**src/rtl/mem_instr_sequencer.sv**
```systemverilog
// Instruction sequencer: fetches ROM words, issues read/shift commands, stalls on wfi, rewinds on loop.
// Optional macro MEM_SEQ_PERF_CNT_EN builds the STALL_CYCLES performance counter.
module mem_instr_sequencer #(
  parameter int INSTR_WIDTH = 56,
  parameter int ADDR_WIDTH  = 6,
  parameter int MASK_WIDTH  = 4,
  parameter int SHIFT_WIDTH = 4,
  parameter int ITER_WIDTH  = 16
) (
  input  logic                   CLK,
  input  logic                   RESET_N,
  input  logic                   START,
  input  logic [ITER_WIDTH-1:0]  NUM_ITER,
  output logic [ADDR_WIDTH-1:0]  ROM_ADDRESS,
  output logic                   ROM_ENABLE,
  input  logic [INSTR_WIDTH-1:0] ROM_DATA,
  output logic                   RD_VALID,
  output logic [MASK_WIDTH-1:0]  RD_MASK,
  input  logic                   RD_READY,
  output logic                   SH_VALID,
  output logic [SHIFT_WIDTH-1:0] SH_AMOUNT,
  output logic [INSTR_WIDTH-9:0] SH_LANE_SEL,
  input  logic                   SH_READY,
  input  logic                   WFI_RELEASE,
  output logic                   BUSY,
  output logic                   DONE,
  output logic [ITER_WIDTH-1:0]  ITER_COUNT,
  output logic                   ERR_ILLEGAL,
  output logic [31:0]            STALL_CYCLES
);

  localparam logic [3:0] OP_READ  = 4'b0000;
  localparam logic [3:0] OP_SHIFT = 4'b0101;
  localparam logic [3:0] OP_WFI   = 4'b0110;
  localparam logic [3:0] OP_LOOP  = 4'b0111;

  typedef enum logic [2:0] {
    S_IDLE, S_FETCH, S_DECODE, S_ISSUE_RD, S_ISSUE_SH, S_WFI, S_LOOP
  } state_t;

  state_t state, next_state;

  logic [ADDR_WIDTH-1:0]  pc, pc_next, pc_inc;
  logic [ITER_WIDTH-1:0]  num_iter, num_iter_next;
  logic [ITER_WIDTH-1:0]  iter_count, iter_next, iter_inc;
  logic                   err, err_next;
  logic                   rd_valid, rd_valid_next;
  logic [MASK_WIDTH-1:0]  rd_mask, rd_mask_next;
  logic                   sh_valid, sh_valid_next;
  logic [SHIFT_WIDTH-1:0] sh_amount, sh_amount_next;
  logic [INSTR_WIDTH-9:0] sh_lane, sh_lane_next;
  logic                   rom_enable, rom_enable_next;
  logic                   busy, busy_next;
  logic                   done, done_next;
  logic [3:0]             opcode;
  logic                   last_iter;
  logic                   accept_start;

  assign opcode       = ROM_DATA[7:4];
  assign pc_inc       = pc + ADDR_WIDTH'(1);
  assign iter_inc     = iter_count + ITER_WIDTH'(1);
  assign last_iter    = (num_iter != '0) && (iter_inc == num_iter);
  // DONE cycle is already IDLE, so a coincident START must be rejected here.
  assign accept_start = (state == S_IDLE) && START && !done;

  always_ff @(posedge CLK) begin
    if (!RESET_N) begin
      state      <= S_IDLE;
      pc         <= '0;
      num_iter   <= '0;
      iter_count <= '0;
      err        <= 1'b0;
      rd_valid   <= 1'b0;
      rd_mask    <= '0;
      sh_valid   <= 1'b0;
      sh_amount  <= '0;
      sh_lane    <= '0;
      rom_enable <= 1'b0;
      busy       <= 1'b0;
      done       <= 1'b0;
    end else begin
      state      <= next_state;
      pc         <= pc_next;
      num_iter   <= num_iter_next;
      iter_count <= iter_next;
      err        <= err_next;
      rd_valid   <= rd_valid_next;
      rd_mask    <= rd_mask_next;
      sh_valid   <= sh_valid_next;
      sh_amount  <= sh_amount_next;
      sh_lane    <= sh_lane_next;
      rom_enable <= rom_enable_next;
      busy       <= busy_next;
      done       <= done_next;
    end
  end

  always_comb begin
    next_state = state;
    case (state)
      S_IDLE:     if (accept_start) next_state = S_FETCH;
      S_FETCH:    next_state = S_DECODE;
      S_DECODE: begin
        case (opcode)
          OP_READ:  next_state = S_ISSUE_RD;
          OP_SHIFT: next_state = S_ISSUE_SH;
          OP_WFI:   next_state = S_WFI;
          OP_LOOP:  next_state = S_LOOP;
          default:  next_state = S_FETCH;
        endcase
      end
      S_ISSUE_RD: if (RD_READY) next_state = S_FETCH;
      S_ISSUE_SH: if (SH_READY) next_state = S_FETCH;
      S_WFI:      if (WFI_RELEASE) next_state = S_FETCH;
      S_LOOP:     next_state = last_iter ? S_IDLE : S_FETCH;
      default:    next_state = S_IDLE;
    endcase
  end

  // Every output is a register; this block computes their next values from next_state.
  always_comb begin
    pc_next        = pc;
    num_iter_next  = num_iter;
    iter_next      = iter_count;
    err_next       = err;
    rd_mask_next   = rd_mask;
    sh_amount_next = sh_amount;
    sh_lane_next   = sh_lane;
    case (state)
      S_IDLE: begin
        if (accept_start) begin
          pc_next       = '0;
          num_iter_next = NUM_ITER;
          iter_next     = '0;
          err_next      = 1'b0;
        end
      end
      S_DECODE: begin
        if (opcode == OP_READ) rd_mask_next = ROM_DATA[MASK_WIDTH-1:0];
        if (opcode == OP_SHIFT) begin
          sh_amount_next = ROM_DATA[SHIFT_WIDTH-1:0];
          sh_lane_next   = ROM_DATA[INSTR_WIDTH-1:8];
        end
        if (next_state == S_FETCH) begin
          err_next = 1'b1;
          pc_next  = pc_inc;
        end
      end
      S_ISSUE_RD, S_ISSUE_SH, S_WFI: begin
        if (next_state == S_FETCH) pc_next = pc_inc;
      end
      S_LOOP: begin
        iter_next = iter_inc;
        if (!last_iter) pc_next = '0;
      end
      default: ;
    endcase
    rom_enable_next = (next_state == S_FETCH);
    rd_valid_next   = (next_state == S_ISSUE_RD);
    sh_valid_next   = (next_state == S_ISSUE_SH);
    done_next       = (state == S_LOOP) && last_iter;
    busy_next       = (next_state != S_IDLE) || done_next;
  end

  assign ROM_ADDRESS = pc;
  assign ROM_ENABLE  = rom_enable;
  assign RD_VALID    = rd_valid;
  assign RD_MASK     = rd_mask;
  assign SH_VALID    = sh_valid;
  assign SH_AMOUNT   = sh_amount;
  assign SH_LANE_SEL = sh_lane;
  assign BUSY        = busy;
  assign DONE        = done;
  assign ITER_COUNT  = iter_count;
  assign ERR_ILLEGAL = err;

`ifdef MEM_SEQ_PERF_CNT_EN
  logic [31:0] stall_cycles;
  logic        stalled;

  assign stalled = ((state == S_ISSUE_RD) && !RD_READY) ||
                   ((state == S_ISSUE_SH) && !SH_READY) ||
                   ((state == S_WFI) && !WFI_RELEASE);

  // Saturating stall counter, cleared by an accepted START.
  always_ff @(posedge CLK) begin
    if (!RESET_N) begin
      stall_cycles <= '0;
    end else if (accept_start) begin
      stall_cycles <= '0;
    end else if (stalled && (stall_cycles != '1)) begin
      stall_cycles <= stall_cycles + 32'd1;
    end
  end

  assign STALL_CYCLES = stall_cycles;
`else
  assign STALL_CYCLES = '0;
`endif

endmodule
```
**config.mk**
```make
export PLATFORM = sky130hd
export DESIGN_NAME = mem_instr_sequencer
export DESIGN_NICKNAME = d
export VERILOG_FILES = /design/src/rtl/mem_instr_sequencer.sv
export SDC_FILE = /design/constraint.sdc
export NUM_CORES = 1
export LEC_CHECK = 0
export ABC_AREA = 1
export BUFFER_PORTS_ARGS = -buffer_cell sky130_fd_sc_hd__buf_2
export CORE_MARGIN = 8
export CORE_UTILIZATION = 44
export DETAILED_ROUTE_END_ITERATION = 6
export PLACE_DENSITY_LB_ADDON = 0.15
export SLEW_MARGIN = 20
export SYNTH_ARGS = -nofsm -noshare
export SYNTH_HDL_FRONTEND = slang
export SYNTH_SLANG_ARGS = --single-unit
export TNS_END_PERCENT = 50
```
**constraint.sdc**
```tcl
create_clock -name CLK -period 2.03 [get_ports CLK]
set_input_delay 0.406 -clock CLK [delete_from_list [all_inputs] [get_ports CLK]]
set_output_delay 0.406 -clock CLK [all_outputs]
set_load 0.02 [all_outputs]
```
==> results of run 1 <==
==> what timing repair did <==
action	CTS	global route
resized for setup	12	21
cloned	0	1
setup endpoints to repair	12	12
pin swaps	2	6
hold buffers	0	0
setup buffers	2	2
==> worst paths after layout <==
kind	from	to
max	ITER_COUNT[0]	BUSY
min	ROM_DATA[32]	SH_LANE_SEL[24]
max reg2reg	ITER_COUNT[0]	BUSY
min reg2reg	ERR_ILLEGAL	ERR_ILLEGAL
==> power by group through the flow <==
| stage | clock network [uW] | logic, uW | registers [uW] |
|---|---|---|---|
| 2_1_floorplan | 0 | 387 | 2220 |
| 3_3_place_gp | 0 | 561 | 2190 |
| 3_5_place_dp | 0 | 577 | 2190 |
| 4_1_cts | 1180 | 588 | 2140 |
| 5_1_grt | 1250 | 686 | 2150 |
| 6_report | 1140 | 617 | 2140 |
==> layout by cell type (no fill, tap or decap), types with 2 or more instances in the layout <==
cell      instances
buf_4            23
clkinv_2          3
buf_2           161
nor2_4            5
dfxtp_4           3
dfxtp_2           5
buf_12            3
nor2_1          157
nand4_1          10
nor2_2            6
a21oi_1          32
nand3_1          48
nand2_1         115
nand3b_1          2
o21bai_1          2
o21ai_0          76
nor3_2            4
a21oi_2           2
nand3_2           5
nand2_2           3
clkbuf_8         10
nand2_4           4
conb_1           32
a21oi_4           2
clkinv_1          2
inv_1            49
or2_2             2
dfxtp_1          95
==> stage by stage <==
step | setup slack, ns | instances
2_1_floorplan | 0.00914 | 735
3_3_place_gp | 0.0106 | 999
3_5_place_dp | -0.123 | 999
4_1_cts | 0.00174 | 1016
5_1_grt | -0.135 | 1019
6_report | 0.0206 | 1019
==> worst min-delay path, stage by stage <==
cell and delay (ns):
buf_2 0.07, nor2_1 0.03, nor2_1 0.08
==> per-layer routing <==
layer | up-vias | global-route usage, % | part of all wire [%]
met4 | 2 | 8.20 | 1.6
li1 | 2538 | - | -
met5 | - | 0 | 0.068
met1 | 2272 | 21.4 | 40
met3 | 20 | 6.24 | 8.2
met2 | 152 | 35.1 | 50
==> registers in the layout, summed over array words and instances (netlist names) <==
signal	count
ERR_ILLEGAL	1
ITER_COUNT	16
ROM_ADDRESS	6
ROM_ENABLE	1
state	3
SH_LANE_SEL	48
BUSY	1
SH_VALID	1
SH_AMOUNT	4
num_iter	16
DONE	1
RD_VALID	1
RD_MASK	4
==> cell families (layout without fill, tap and decap cells) <==
family	Yosys count	in the layout
AND/OR/NAND/NOR	367	368
AO/OA/AOI/OAI	118	118
buffers and inverters	111	254
flip-flops	103	103
adder cells (fa/ha/maj)	2	2
XOR/XNOR	2	2
other	1	32
==> area by class of cell <==
class,instances,share of cell area (%)
multi-input cells,522,40.7
flip-flops and latches,103,33.8
repair buffers,187,16.9
inverters,52,3.17
well taps,140,2.85
clock buffers,11,2.30
clock inverters,4,0.366
==> flow_summary_export.csv, run 1 <==
group,metric,value,unit
timing,tightest_slew,0.572,ns
timing,finClkSkew,0.00738,ns
place,gp_congestion,0.859,
detailed_routing,drt-initial-drc-count,286,
detailed_routing,drc,0,
layout,register_area,0.00208,sq mm
synthesis,seq_area_frac_synth,42.4,%
grt,grt_first_pass_wirelength,23800,um
synthesis,synth-edff-count,0,
grt,grt_use_total,19.8,%
clock_network,cts-root-buf,"clkbuf_8",
layout,drive_gt1_share,28.2,%
pwr,p_sw,1130,uW
setup_path,crit_path_max_fanout,8,
clock_network,cts_tree,"built",
clock_network,clk_pin_slew,0.09,ns
detailed_routing,postRouteAntennaNets,0,
pwr,p_per_area,634,mW/mm^2
setup_path,cp_slowest_cell,"dfxtp_4",
setup_path,cpLargestDelayFamily,"simple AND/OR/NAND/NOR gates",
pwr,p_seq_share,54.9,%
grt,grt_max_degree,82,
timing,tns,0,ns
synthesis,synth_compound_area_share,12.6,%
setup_path,cp-start-kind,"flip-flop",
synthesis,synth_top_area_share,42.4,%
synthesis,synthCells,704,
setup_path,required,2.27,ns
layout,nets,955,
synthesis,synth-xor-area-share,0.643,%
synthesis,syn_area_per_cell,6.91,sq um
detailed_routing,dr.pass1.iters,5,
layout,fin_util,57.0,%
place,dp_hpwl,11100,um
die,die-area,0.0147,sq mm
clock_network,clkLatencyLatePin,0.36,ns
timing,setup_viol_count_final,0,
synthesis,synth.most_common_cell,"nor2_1",
synthesis,synthAdderAreaFrac,0.515,%
detailed_routing,wl_per_cell,14.5,um
die,floorplan.initialDensity,45.0,%
synthesis,synth_top_family_by_area,"simple AND/OR/NAND/NOR gates",
pwr,leakage,0.00307,uW
outcome,status,"finished clean",
synthesis,synth_cell_types,35,
setup_path,reg2regPathDepth,12,
layout,fillCellCount,1043,
timing,hold_violations,0,
layout,antenna_cells,0,
synthesis,ys.flop_type,"dfxtp_1",
grt,grt-ovfl-total,0,
synthesis,synth_simple_gate_area_share,32.6,%
synthesis,async_flop_share,0,%
setup_path,crit_cells,12,
min_path,hold_class,"in2reg",
setup_path,end_kind,"flip-flop",
pwr,p_int,2770,uW
min_path,hold_depth,3,
setup_path,worst-endpoint-arrival,2.25,ns
pwr,ir_drop,0.423,mV
synthesis,ys_seq_elements,103,
die,rows,38,
pwr,power_frac_comb,15.8,%
grt,grt_pass1_vias,4962,
die,core-area,0.0108,sq mm
detailed_routing,vias,4984,
flow_run,cap_violations,0,
timing,slew_headroom,61.7,%
place,dpl_cell_area,0.00582,sq mm
synthesis,syn_area,0.00486,sq mm
layout,synthToLayoutAreaGrowth,26.6,%
pwr,clockPowerShare,29.3,%
timing,fmaxAchievable,498,MHz
clock_network,cts_htree_levels,3,
synthesis,synthTopCellsByCount,"161 x nor2_1, 116 x nand2_1, 103 x dfxtp_1",
synthesis,synth_area_leaders,"dfxtp_1 42%, nor2_1 12%, nand2_1 9.0%",
timing,slew_violations,0,
die,io_pins,194,
setup_path,slowest_delay,0.38,ns
timing,post-route-min-period,2.01,ns
synthesis,ys.warnings.count,0,
clock_network,clockBufferDepth,2,
die,die_w,121,um
setup_path,path_common_cell,"nand2_4",
setup_path,path_cells,"ha_4, nand2_4, nor2_4, nand3_1, xnor3_1, nand2_1, nor2_2, nand3_2, nand2_4, nand2_4, nor2_1, o21bai_1",
place,portBuffers,161,
layout,multi_input_area,0.00250,sq mm
synthesis,yosys.area.top_type,"dfxtp_1",
setup_path,crit_type,"reg2reg",
clock_network,cts_buffers,9,
pwr,finalPower,3900,uW
layout,fin_area,0.00615,sq mm
die,die_h,121,um
grt,antenna_found_initial,1,
detailed_routing,routed_via_density,4.89,
clock_network,cts.sinks,103,
timing,rsz0062_at_grt,"yes",
timing,whs,0.262,ns
setup_path,rrSetupSlack,0.02,ns
synthesis,muxShareOfSynthArea,0,%
setup_path,path_buf_inv,0,
detailed_routing,routed_wl,14800,um
pwr,p_sw_share,28.9,%
timing,period_share,99.0,%
No activity file was read; power rests on OpenSTA's default activity.
==> run 2, diff against run 1 <==
--- a/config.mk
+++ b/config.mk
@@ -10,7 +10,8 @@
 export CORE_MARGIN = 8
 export CORE_UTILIZATION = 44
 export DETAILED_ROUTE_END_ITERATION = 6
-export PLACE_DENSITY_LB_ADDON = 0.15
+export PLACE_DENSITY = 0.85
+export SKIP_LAST_GASP = 1
 export SLEW_MARGIN = 20
 export SYNTH_ARGS = -nofsm -noshare
 export SYNTH_HDL_FRONTEND = slang
==> flow_summary_export.csv, run 2 (synthesis results as in run 1) <==
group,metric,value,unit
grt,grt_max_degree,53,
pwr,ir_drop,0.482,mV
timing,period_share,104,%
place,dp_hpwl,11200,um
timing,rsz0062_at_grt,"yes",
layout,synthToLayoutAreaGrowth,31.5,%
die,floorplan.initialDensity,45.0,%
detailed_routing,vias,5251,
clock_network,cts_hold_buf,0,
die,rows,38,
setup_path,required,2.29,ns
pwr,p_sw_share,29.9,%
setup_path,startpoint,"ITER_COUNT[0]",
detailed_routing,wl_per_cell,15.1,um
layout,final_cell_mix,"161 x buf_2, 154 x nor2_1, 112 x nand2_1",
clock_network,cts_buffers,9,
place,portBuffers,161,
grt,antenna_found_initial,0,
setup_path,cp-start-kind,"flip-flop",
timing,tightest_slew,0.762,ns
pwr,p_seq_share,52.0,%
timing,slew_headroom,49.2,%
detailed_routing,routed_via_density,5.05,
grt,grt_pass1_vias,4894,
detailed_routing,drc,0,
setup_path,r2r_start,"ITER_COUNT[0]",
die,io_pins,194,
pwr,leakage,0.00320,uW
setup_path,path_cells,"ha_4, nand2_4, nor2_4, nand3_1, nand3_1, nand2_1, nor2_1, nand2_1, nor2_2, nand3_2, nand2_4, nand2_4, nand3_1, a21oi_2",
clock_network,cts-root-buf,"clkbuf_8",
clock_network,clockBufferDepth,2,
clock_network,cts_htree_levels,3,
timing,fmaxAchievable,473,MHz
die,die_w,121,um
pwr,p_int,2890,uW
setup_path,rrSetupSlack,-0.08,ns
min_path,hold_class,"in2reg",
timing,post-route-min-period,2.11,ns
layout,nets,975,
detailed_routing,dr_wl_met2,7740,um
layout,final_common_cell,"buf_2",
setup_path,end_kind,"flip-flop",
pwr,finalPower,4130,uW
grt,grt_use_total,20.0,%
grt,grt_first_pass_wirelength,23800,um
setup_path,slowest_delay,0.41,ns
flow_run,cap_violations,0,
setup_path,crit_path_max_fanout,6,
detailed_routing,met1_length,5860,um
timing,setup_viol_count_final,11,
pwr,clockPowerShare,32.3,%
detailed_routing,wl_met3,1690,um
grt,grt-ovfl-total,0,
layout,fin_util,59.2,%
setup_path,crit_type,"reg2reg",
setup_path,worst-endpoint-arrival,2.38,ns
timing,finClkSkew,0.0150,ns
pwr,p_sw,1230,uW
detailed_routing,drt-initial-drc-count,453,
timing,setup_ws,-0.0838,ns
clock_network,clkLatencyLatePin,0.38,ns
pwr,power_frac_comb,15.7,%
timing,slew_violations,0,
clock_network,clk_pin_slew,0.11,ns
detailed_routing,routed_wl,15700,um
min_path,min_from,"ROM_DATA[35]",
detailed_routing,postRouteAntennaNets,0,
layout,antenna_cells,0,
outcome,status,"finished with violations",
detailed_routing,dr.pass1.iters,6,
die,core-area,0.0108,sq mm
setup_path,cp_slowest_cell,"dfxtp_4",
detailed_routing,top_layer,"met4",
clock_network,cts.sinks,103,
place,gp_congestion,0.841,
layout,fillCellCount,995,
pwr,p_per_area,645,mW/mm^2
die,die_h,121,um
die,die-area,0.0147,sq mm
layout,drive_gt1_share,31.6,%
clock_network,cts_tree,"built",
layout,largest_reg_flops,48,
timing,hold_violations,0,
timing,tns,-0.565,ns
outcome,violations,"setup timing",
[run 2: routing by layer]
metal | up-vias | GRT usage [%]
li1 | 2582 | -
met4 | 0 | 7.34
met5 | - | 0
met3 | 35 | 7.49
met2 | 266 | 34.5
met1 | 2368 | 21.9
[run 2: metrics by stage]
stage / instances / setup slack [ns] / hold WS [ns] / instance area [sq um]
5_1_grt: 1039 / -0.218 / 0.235 / 6390
6_report: 1039 / -0.0838 / 0.238 / 6390
3_5_place_dp: 1007 / -0.0941 / 0.472 / 5860
2_1_floorplan: 735 / 0.00914 / 0.458 / 4980
4_1_cts: 1023 / 0.00526 / 0.230 / 6110
3_3_place_gp: 1007 / -0.00666 / 0.456 / 5860
[run 2: cell type report]
cell class	count	area, sq um	share of cell area, %
timing repair buffer	206	1160	18.1
sequential	103	2090	32.6
tap	140	175	2.74
clock buffer	10	128	2.00
inverter	52	200	3.13
multi-input combinational	523	2580	40.4
clock inverter	5	63.8	0.998
[run 2: power by group through the flow]
stage	Combinational [uW]	Sequential (uW)	Clock (uW)
floorplan	387	2220	0
global placement	569	2190	0
detailed placement	581	2190	0
CTS	594	2150	1350
global route	708	2150	1420
finish	650	2140	1330
[run 2: repair_timing]
| action | in CTS | in global routing |
|---|---|---|
| setup endpoints to repair | 12 | 18 |
| pin swaps | 3 | 14 |
| resized for setup | 13 | 43 |
| cloned | 0 | 2 |
| endpoints found under the hold margin | 0 | 0 |
| setup buffers | 1 | 14 |
[run 2: final timing paths]
kind,end,cells after the start
max reg2reg,ERR_ILLEGAL,14
max,ERR_ILLEGAL,14
min,SH_LANE_SEL[27],3
min reg2reg,RD_MASK[3],2
[run 2: critical path: cells and delay by family (launching register included)]
kind / cells / cell delay [ns]
and+or+nand+nor: 12 / 1.35
DFF: 1 / 0.41
adders and majority gates: 1 / 0.19
AOI/OAI and AO/OA: 1 / 0.07
==> run 3, diff against run 2 <==
--- a/config.mk
+++ b/config.mk
@@ -16,4 +16,3 @@
 export SYNTH_ARGS = -nofsm -noshare
 export SYNTH_HDL_FRONTEND = slang
 export SYNTH_SLANG_ARGS = --single-unit
-export TNS_END_PERCENT = 50
==> flow_summary_export.csv, run 3 (synthesis results as in run 1) <==
group,metric,value,unit
outcome,status,"finished with violations",
outcome,violations,"setup timing",
place,dp_slack,-0.0941,ns
layout,antenna_cells,0,
detailed_routing,drt-initial-drc-count,493,
setup_path,rrSetupSlack,-0.08,ns
die,io_pins,194,
pwr,clockPowerShare,32.3,%
timing,tns,-0.525,ns
setup_path,crit_type,"reg2reg",
layout,largest_reg_flops,48,
layout,multi_input_area,0.00259,sq mm
pwr,p_int,2890,uW
flow_run,cap_violations,0,
die,floorplan.initialDensity,45.0,%
setup_path,worst-endpoint-arrival,2.42,ns
min_path,min_to,"SH_LANE_SEL[4]",
setup_path,cp-start-kind,"flip-flop",
pwr,p_sw_share,30.0,%
grt,grt_first_pass_wirelength,23800,um
pwr,power_frac_comb,15.8,%
layout,drive_gt1_share,31.6,%
detailed_routing,wl_per_cell,15.1,um
timing,period_share,104,%
min_path,hold_class,"in2reg",
timing,rsz0062_at_grt,"yes",
timing,slew_violations,0,
detailed_routing,routed_via_density,5.05,
clock_network,clockBufferDepth,2,
place,gp_congestion,0.841,
detailed_routing,dr.pass1.iters,6,
layout,fillCellCount,997,
timing,post-route-min-period,2.11,ns
detailed_routing,postRouteAntennaNets,0,
pwr,leakage,0.00321,uW
clock_network,clk_pin_slew,0.11,ns
layout,register_area,0.00209,sq mm
pwr,ir_drop,0.483,mV
die,core-area,0.0108,sq mm
setup_path,reg2regPathDepth,15,
pwr,p_seq_share,51.9,%
min_path,min_from,"ROM_DATA[12]",
setup_path,r2r_start,"ITER_COUNT[0]",
layout,fin_util,59.3,%
pwr,p_per_area,645,mW/mm^2
grt,grt_max_degree,53,
timing,hold_violations,0,
timing,tightest_slew,0.784,ns
die,die_w,121,um
detailed_routing,vias,5250,
detailed_routing,drc,0,
layout,final_common_cell,"buf_2",
die,die_h,121,um
clock_network,cts_buffers,9,
layout,nets,975,
place,dp_hpwl,11200,um
timing,setup_ws,-0.0822,ns
die,die-area,0.0147,sq mm
detailed_routing,routed_wl,15700,um
timing,fmaxAchievable,473,MHz
min_path,hold_depth,3,
clock_network,cts_htree_levels,3,
layout,final_cell_mix,"161 x buf_2, 154 x nor2_1, 112 x nand2_1",
layout,synthToLayoutAreaGrowth,31.7,%
clock_network,cts-root-buf,"clkbuf_8",
grt,grt_pass1_vias,4894,
clock_network,cts.sinks,103,
place,portBuffers,161,
setup_path,r2r-end,"ROM_ADDRESS[0]",
pwr,p_sw,1240,uW
setup_path,end_kind,"flip-flop",
timing,slew_headroom,47.7,%
grt,grt_use_total,20.0,%
setup_path,required,2.34,ns
clock_network,clkLatencyLatePin,0.38,ns
die,rows,38,
grt,antenna_found_initial,0,
timing,setup_viol_count_final,9,
setup_path,crit_path_max_fanout,6,
clock_network,cts_tree,"built",
grt,grt-ovfl-total,0,
timing,finClkSkew,0.0111,ns
-- run 3: cell counts in the layout (fill, tap and decap cells not counted) --
Identical to the previous run, type by type.
-- run 3: critical path: stages, from the launching register on --
cell and delay (ns):
dfxtp_4 0.41, ha_4 0.18, nand2_4 0.07, nor2_4 0.17, nand3_1 0.11, nand3_1 0.13
nand2_1 0.09, nor2_1 0.09, nand2_1 0.06, nor2_2 0.10, nand3_2 0.11, nand2_4 0.17
nand2_8 0.09, nand3_1 0.09, nand2_1 0.05, nor2_1 0.12
-- run 3: power by group through the flow --
stage	Sequential (uW)	Combinational (uW)	Clock [uW]
final	2140	653	1330
after floorplan	2220	387	0
after global routing	2150	709	1420
after global placement	2190	569	0
after CTS	2150	594	1350
after detailed placement	2190	581	0
-- run 3: cell type report --
class,instances,share of cell area [%]
clock inverter,5,0.996
clock buffer,10,1.99
timing repair buffer,206,18.1
tap,140,2.74
multi-input combinational,523,40.4
sequential,103,32.6
inverter,52,3.13
-- run 3: how the worst max path moves through the flow --
stage | endpoint | depth (start not counted) | from
after detailed placement | ERR_ILLEGAL | 11 | ROM_DATA[6]
after floorplan | ROM_ADDRESS[0] | 15 | ITER_COUNT[1]
after global routing | ROM_ADDRESS[0] | 14 | ITER_COUNT[0]
after global placement | ROM_ADDRESS[5] | 12 | ROM_DATA[6]
after CTS | ROM_ADDRESS[2] | 15 | ITER_COUNT[3]
final | ROM_ADDRESS[0] | 15 | ITER_COUNT[0]
-- run 3: routing by layer --
metal	part of all wire [%]	wire, um	GRT usage [%]
met5	0	0	0
met3	11	1690	7.49
met1	37	5870	21.9
met2	49	7730	34.5
met4	2.4	380	7.34
-- run 3: repair_timing --
action                     4_1_cts  5_1_grt
hold buffers                     0        0
gates cloned                     0        2
setup endpoints to repair       12       18
resized for setup               13       45
setup buffers                    1       14
pin swaps                        3       14
-- run 3: per-stage QoR --
stage | power, uW | instance area [sq um] | hold WS (ns) | std cells
3_3_place_gp | 2760 | 5860 | 0.456 | 1007
3_5_place_dp | 2770 | 5860 | 0.472 | 1007
5_1_grt | 4280 | 6400 | 0.235 | 1039
4_1_cts | 4090 | 6110 | 0.230 | 1023
6_report | 4130 | 6400 | 0.239 | 1039
2_1_floorplan | 2600 | 4980 | 0.458 | 735
